==> src/rtl/rsa_pkg.sv <==
// Shared constants and the collector state type for the RSA result capture path.
package rsa_pkg;

  localparam int RSA_DATA_W = 32;
  localparam int RSA_DEPTH  = 64;
  localparam int RSA_CNT_W  = 7;

  typedef enum logic [1:0] {
    IDLE    = 2'd0,
    COLLECT = 2'd1,
    DRAIN   = 2'd2,
    DONE    = 2'd3
  } coll_state_e;

endpackage

==> src/rtl/rsa_word_buf.sv <==
// Word buffer for one RSA job: flop array with one synchronous write port and
// one combinational read port. Contents are not reset; only pointers qualify them.
module rsa_word_buf
  import rsa_pkg::*;
#(
  parameter int DATA_W = RSA_DATA_W,
  parameter int DEPTH  = RSA_DEPTH,
  parameter int AW     = $clog2(RSA_DEPTH)
) (
  input  logic              clk,
  input  logic              we,
  input  logic [AW-1:0]     waddr,
  input  logic [DATA_W-1:0] wdata,
  input  logic [AW-1:0]     raddr,
  output logic [DATA_W-1:0] rdata
);

  logic [DATA_W-1:0] mem [DEPTH];

  // Store the captured word at the write pointer.
  always_ff @(posedge clk) begin
    if (we) begin
      mem[waddr] <= wdata;
    end
  end

  assign rdata = mem[raddr];

endmodule

==> src/rtl/rsa_result_collector.sv <==
// Captures one RSA job (DEPTH words announced by rising o_en edges), tracks a
// running count and XOR checksum, then drains the words over valid/ready.
module rsa_result_collector
  import rsa_pkg::*;
#(
  parameter int DATA_W = RSA_DATA_W,
  parameter int DEPTH  = RSA_DEPTH,
  parameter int CNT_W  = RSA_CNT_W
) (
  input  logic              clk,
  input  logic              rst_n,
  input  logic              start,
  input  logic              o_en,
  input  logic [DATA_W-1:0] result,
  output logic              out_valid,
  input  logic              out_ready,
  output logic [DATA_W-1:0] out_data,
  output logic              out_last,
  output logic [CNT_W-1:0]  count,
  output logic [DATA_W-1:0] checksum,
  output logic              done,
  output logic              overflow
);

  localparam int AW = CNT_W - 1;
  localparam logic [CNT_W-1:0] LAST_CNT = CNT_W'(DEPTH - 1);
  localparam logic [AW-1:0]    LAST_PTR = AW'(DEPTH - 1);

  coll_state_e       state_q;
  coll_state_e       state_d;
  logic [AW-1:0]     wr_ptr;
  logic [AW-1:0]     rd_ptr;
  logic              o_en_d;
  logic              cap_evt;
  logic              cap_wr;
  logic              ovf_set;
  logic              rd_inc;

  // A level held high on o_en announces only one word.
  assign cap_evt = o_en && !o_en_d;

  // Status outputs decode straight from state so reset clears them at once.
  assign out_valid = (state_q == DRAIN);
  assign out_last  = (state_q == DRAIN) && (rd_ptr == LAST_PTR);
  assign done      = (state_q == DONE);
  assign rd_inc    = (state_q == DRAIN) && out_ready;

  // State register.
  always_ff @(posedge clk or negedge rst_n) begin
    if (!rst_n) begin
      state_q <= IDLE;
    end else begin
      state_q <= state_d;
    end
  end

  // Next state plus capture and overflow strobes; start overrides everything.
  always_comb begin
    state_d = state_q;
    cap_wr  = 1'b0;
    ovf_set = 1'b0;
    if (start) begin
      state_d = COLLECT;
    end else begin
      case (state_q)
        IDLE: begin
          state_d = IDLE;
        end
        COLLECT: begin
          if (cap_evt) begin
            cap_wr = 1'b1;
            if (count == LAST_CNT) begin
              state_d = DRAIN;
            end
          end
        end
        DRAIN: begin
          if (cap_evt) begin
            ovf_set = 1'b1;
          end
          if (out_ready && (rd_ptr == LAST_PTR)) begin
            state_d = DONE;
          end
        end
        DONE: begin
          if (cap_evt) begin
            ovf_set = 1'b1;
          end
        end
        default: begin
          state_d = IDLE;
        end
      endcase
    end
  end

  // Edge-detect history, pointers, count, checksum and sticky overflow.
  always_ff @(posedge clk or negedge rst_n) begin
    if (!rst_n) begin
      o_en_d   <= 1'b0;
      wr_ptr   <= '0;
      rd_ptr   <= '0;
      count    <= '0;
      checksum <= '0;
      overflow <= 1'b0;
    end else begin
      o_en_d <= o_en;
      if (start) begin
        wr_ptr   <= '0;
        rd_ptr   <= '0;
        count    <= '0;
        checksum <= '0;
        overflow <= 1'b0;
      end else begin
        if (cap_wr) begin
          wr_ptr   <= wr_ptr + 1'b1;
          count    <= count + 1'b1;
          checksum <= checksum ^ result;
        end
        if (rd_inc) begin
          rd_ptr <= rd_ptr + 1'b1;
        end
        if (ovf_set) begin
          overflow <= 1'b1;
        end
      end
    end
  end

  rsa_word_buf #(
    .DATA_W (DATA_W),
    .DEPTH  (DEPTH),
    .AW     (AW)
  ) u_buf (
    .clk   (clk),
    .we    (cap_wr),
    .waddr (wr_ptr),
    .wdata (result),
    .raddr (rd_ptr),
    .rdata (out_data)
  );

endmodule

==> config.mk <==
export PLATFORM = sky130hd
export DESIGN_NAME = rsa_result_collector
export DESIGN_NICKNAME = d
export VERILOG_FILES = /design/src/rtl/rsa_pkg.sv /design/src/rtl/rsa_word_buf.sv /design/src/rtl/rsa_result_collector.sv
export SDC_FILE = /design/constraint.sdc
export NUM_CORES = 2
export LEC_CHECK = 0
export BUFFER_PORTS_ARGS = -buffer_cell sky130_fd_sc_hd__buf_2
export CORE_AREA = 2 2 522 317
export DETAILED_ROUTE_END_ITERATION = 6
export DIE_AREA = 0 0 524 319
export HOLD_SLACK_MARGIN = 0.05
export PLACE_DENSITY_LB_ADDON = 0.2
export SETUP_SLACK_MARGIN = 0.1
export SLEW_MARGIN = 20
export SYNTH_ARGS = -nofsm -noshare
export SYNTH_HDL_FRONTEND = slang
export SYNTH_SLANG_ARGS = --single-unit
==> constraint.sdc <==
create_clock -name clk -period 10.4 [get_ports clk]
set_input_delay 0.52 -clock clk [delete_from_list [all_inputs] [get_ports clk]]
set_output_delay 0.52 -clock clk [all_outputs]
set_load 0.02 [all_outputs]
==> summary.json <==
{
  "final_layout": {
    "top_library_cells_by_usage_in_the_layout_fill_and_taps_aside": "sky130_fd_sc_hd__edfxtp_1 (2,048), sky130_fd_sc_hd__mux4_2 (403), sky130_fd_sc_hd__mux2i_1 (253), sky130_fd_sc_hd__clkbuf_16 (187), sky130_fd_sc_hd__buf_4 (141)",
    "finalCoreUtilization": 0.557,
    "multi_input_area_sq_um": 17100,
    "area.growth.synth_to_final_pct": 12.1,
    "final_common_cell": "sky130_fd_sc_hd__edfxtp_1",
    "post_route_cells_drive_above_1_share": 0.242,
    "fillers": 12000,
    "finish.net_count": 4038,
    "layout.area.seq_sq_um": 62900
  },
  "setup_path": {
    "worstSetupEndpointType": "primary output",
    "path_delay_family": "compound AO/OA/AOI/OAI gates",
    "worst-path-stages": 7,
    "path_class": "flip-flop to primary output",
    "rr_worst_depth": 8,
    "critical_path.slowest_cell": "sky130_fd_sc_hd__dfrtp_4",
    "cp_max_fo": 49,
    "cp_cell_sequence": "buf_4 > mux4_2 > a22o_1 > a2111oi_1 > a211o_1 > o311ai_1 > buf_2",
    "worst_setup_start_kind": "flip-flop",
    "reg2reg_from": "state_q[1]$_DFFE_PN0P_",
    "r2r_setup_slack_ns": 5.61,
    "critical_path_required_time_ns": 9.88,
    "worstReg2RegEnd": "u_buf.mem[18][25]$_DFFE_PP_",
    "timing.critical_path.arrival_ns": 5.34,
    "setup.worst_path.end": "out_data[12]",
    "slowest_delay_ns": 1.09,
    "timing.critical_path.from": "rd_ptr[1]$_DFFE_PN0P_",
    "worstPathBufferInverterCount": 2
  },
  "grt": {
    "grt_start_max_net_pins": 103,
    "number_of_antenna_violations_at_the_first_check_in_global_routing": 7,
    "grt_pass1_wl_um": 318000,
    "globalRouteTotalUtil": 0.276,
    "grt_pass1_vias": 39000,
    "gr_peak_layer": "met1",
    "grt_use_met3": 0.0891,
    "grtUsageMet1": 0.448,
    "groute.layer.met2.usage": 0.363,
    "grt-ovfl-total": 0
  },
  "timing": {
    "final.setup.tns_ns": 0,
    "timing.max_slew.rel_slack": 0.259,
    "timing.final.hold_violations": 0,
    "worst_pin_slew_ns": 1.11,
    "timing_max_transition_violations_final": 0,
    "rsz_0062_raised_after_global_routing": "false",
    "timing.final.crit_period_ns": 5.86,
    "setup_viol_count_final": 0,
    "timing.final.ws_setup_ns": 4.54,
    "max_clock_freq_mhz": 171,
    "final_period_util": 0.563,
    "clock_skew_ns": 0.0332
  },
  "placement": {
    "preCtsSetupSlack_ns": 5.35,
    "gpl.final_weighted_congestion": 0.813,
    "portBuffers": 111,
    "detailed_place_hpwl_um": 130000
  },
  "run": {
    "drv.max_cap_violation_count": 0
  },
  "drt": {
    "vias_per_cell": 6.58,
    "dr_vias": 41500,
    "drt_pre_antenna_iters": 6,
    "antenna_violating_nets_left": 0,
    "drt-initial-drc-count": 7531,
    "routed_wl_um": 230000,
    "drcViolationCount": 0,
    "drt-wirelength-per-cell_um": 36.4
  },
  "power_and_ir_drop": {
    "post-layout-total-power_mw": 16.5,
    "power_density_nw_per_um2": 182,
    "leakage_nw": 27.4,
    "vdd.ir_drop.worst_v": 0.000210
  },
  "yosys": {
    "yosysSeqAreaShare": 0.779,
    "synth_cell_types": 53,
    "synth_async_sr_flop_share": 0.0262,
    "synthesis.yosys.warnings": 0,
    "mean_instance_size_in_the_synthesized_netlist_sq_um": 21.4,
    "ys_ff_latch": 2103,
    "post_synth_inst_count": 3773,
    "syn-cell-area_sq_um": 80700,
    "top_flip_flop_cell_by_instance_count_after_synthesis": "sky130_fd_sc_hd__edfxtp_1",
    "synth-edff-count": 2048,
    "syn_nets": 3817
  },
  "floorplanning": {
    "std_cell_rows": 115,
    "coreArea_sq_um": 162000,
    "die_y_um": 319,
    "design.die.area_sq_um": 167000,
    "floorplan.initialDensity": 0.497,
    "num_io_pins": 112,
    "floorplan.die.width_um": 524
  },
  "clocking": {
    "clk-insertion-delay-late_ns": 0.83,
    "htreeDepth": 4,
    "cts_post_setup_buffers_inserted": 0,
    "clkTransAtPathRegs_ns": 0.06,
    "cts.path.max_buffers": 3,
    "cts-buffers-inserted": 181,
    "cts-root-buf": "sky130_fd_sc_hd__clkbuf_16",
    "clock_tree_from_tritoncts": "done",
    "clock-sinks": 2103
  },
  "min_path": {
    "worst_hold_path_type": "primary input to flip-flop"
  },
  "run_status": {
    "outcome": "completed"
  }
}
-- metal layers --
metal / routed length [um] / share of wire
met5: 0 / 0
met3: 32400 / 0.14
met1: 99100 / 0.43
met2: 94400 / 0.41
met4: 4020 / 0.017
-- sequential cells by signal (all words and copies together), names as in the netlist --
| name | flops |
|---|---|
| checksum | 32 |
| count | 7 |
| o_en_d | 1 |
| overflow | 1 |
| rd_ptr | 6 |
| state_q | 2 |
| u_buf.mem | 2048 |
| wr_ptr | 6 |
-- cell families after synthesis --
| family | after synthesis | synth area share |
|---|---|---|
| mux | 656 | 0.144 |
| compound gates | 414 | 0.0382 |
| simple gates | 318 | 0.0179 |
| xor+xnor | 45 | 0.00488 |
| buf+inv | 230 | 0.0152 |
| fa+ha+maj | 7 | 0.00108 |
| flops | 2103 | 0.779 |
-- how the worst min path moves through the flow --
stage / startpoint / to / slack, ns / cells after the start
finish: result[13] / u_buf.mem[4][13]$_DFFE_PP_ / 0.12 / 1
detailed placement: checksum[19]$_DFFE_PN0P_ / checksum[19]$_DFFE_PN0P_ / 0.52 / 2
CTS: result[13] / u_buf.mem[23][13]$_DFFE_PP_ / 0.06 / 1
floorplan: rst_n / checksum[0]$_DFFE_PN0P_ / 0.22 / 0
global placement: checksum[7]$_DFFE_PN0P_ / checksum[7]$_DFFE_PN0P_ / 0.52 / 2
global route: result[13] / u_buf.mem[27][13]$_DFFE_PP_ / 0.11 / 1
-- power breakdown --
part / switching, mW / internal (mW)
Combinational: 0.228 / 0.0423
Sequential: 0.00917 / 9.30
Clock: 3.06 / 3.86
-- stage by stage --
step | hold slack (ns) | instance area [sq um] | instances
final | 0.119 | 90500 | 6309
after global routing | 0.115 | 90500 | 6308
after CTS | 0.0626 | 90500 | 6307
after detailed placement | 0.524 | 84500 | 5968
after global placement | 0.518 | 84500 | 5968
after floorplan | 0.224 | 80700 | 3773
-- cells in the mapped netlist, drive strengths merged (4+ instances only) --
library cell / count / area share
xnor2: 4 / 0.00043
a311oi: 26 / 0.0028
o221ai: 19 / 0.0021
a211oi: 19 / 0.0018
o21a: 13 / 0.0012
and3: 13 / 0.0010
nor3: 19 / 0.0012
nand4: 7 / 0.00054
a2111oi: 13 / 0.0018
buf: 143 / 0.011
a211o: 20 / 0.0022
inv: 5 / 0.00023
nand3: 9 / 0.00056
a31oi: 13 / 0.0010
o21ai: 10 / 0.00062
o311ai: 13 / 0.0014
ha: 7 / 0.0011
clkbuf: 82 / 0.0038
edfxtp: 2048 / 0.76
nor2: 149 / 0.0070
xor2: 41 / 0.0044
o22ai: 70 / 0.0054
nand2: 65 / 0.0030
a22oi: 96 / 0.0089
nand3b: 5 / 0.00047
mux2i: 253 / 0.031
a221o: 14 / 0.0017
o211ai: 19 / 0.0018
a22o: 26 / 0.0028
or2: 10 / 0.00077
dfrtp: 55 / 0.017
or3: 4 / 0.00031
nor2b: 23 / 0.0018
a21oi: 43 / 0.0027
mux4: 403 / 0.11
-- layout make-up --
class	count	area share
tap	2164	0.0299
multi-input combinational	1440	0.189
clock buffer	238	0.0548
inverter	5	0.000207
sequential	2103	0.695
timing repair buffer	263	0.0198
clock inverter	94	0.0113
antenna	2	0.0000553
-- what timing repair did --
item / CTS / global route
hold endpoints to repair: 87 / 0
hold buffers: 7 / 0
gates resized for setup: 0 / 0
No activity file was read; power rests on OpenSTA's default activity.
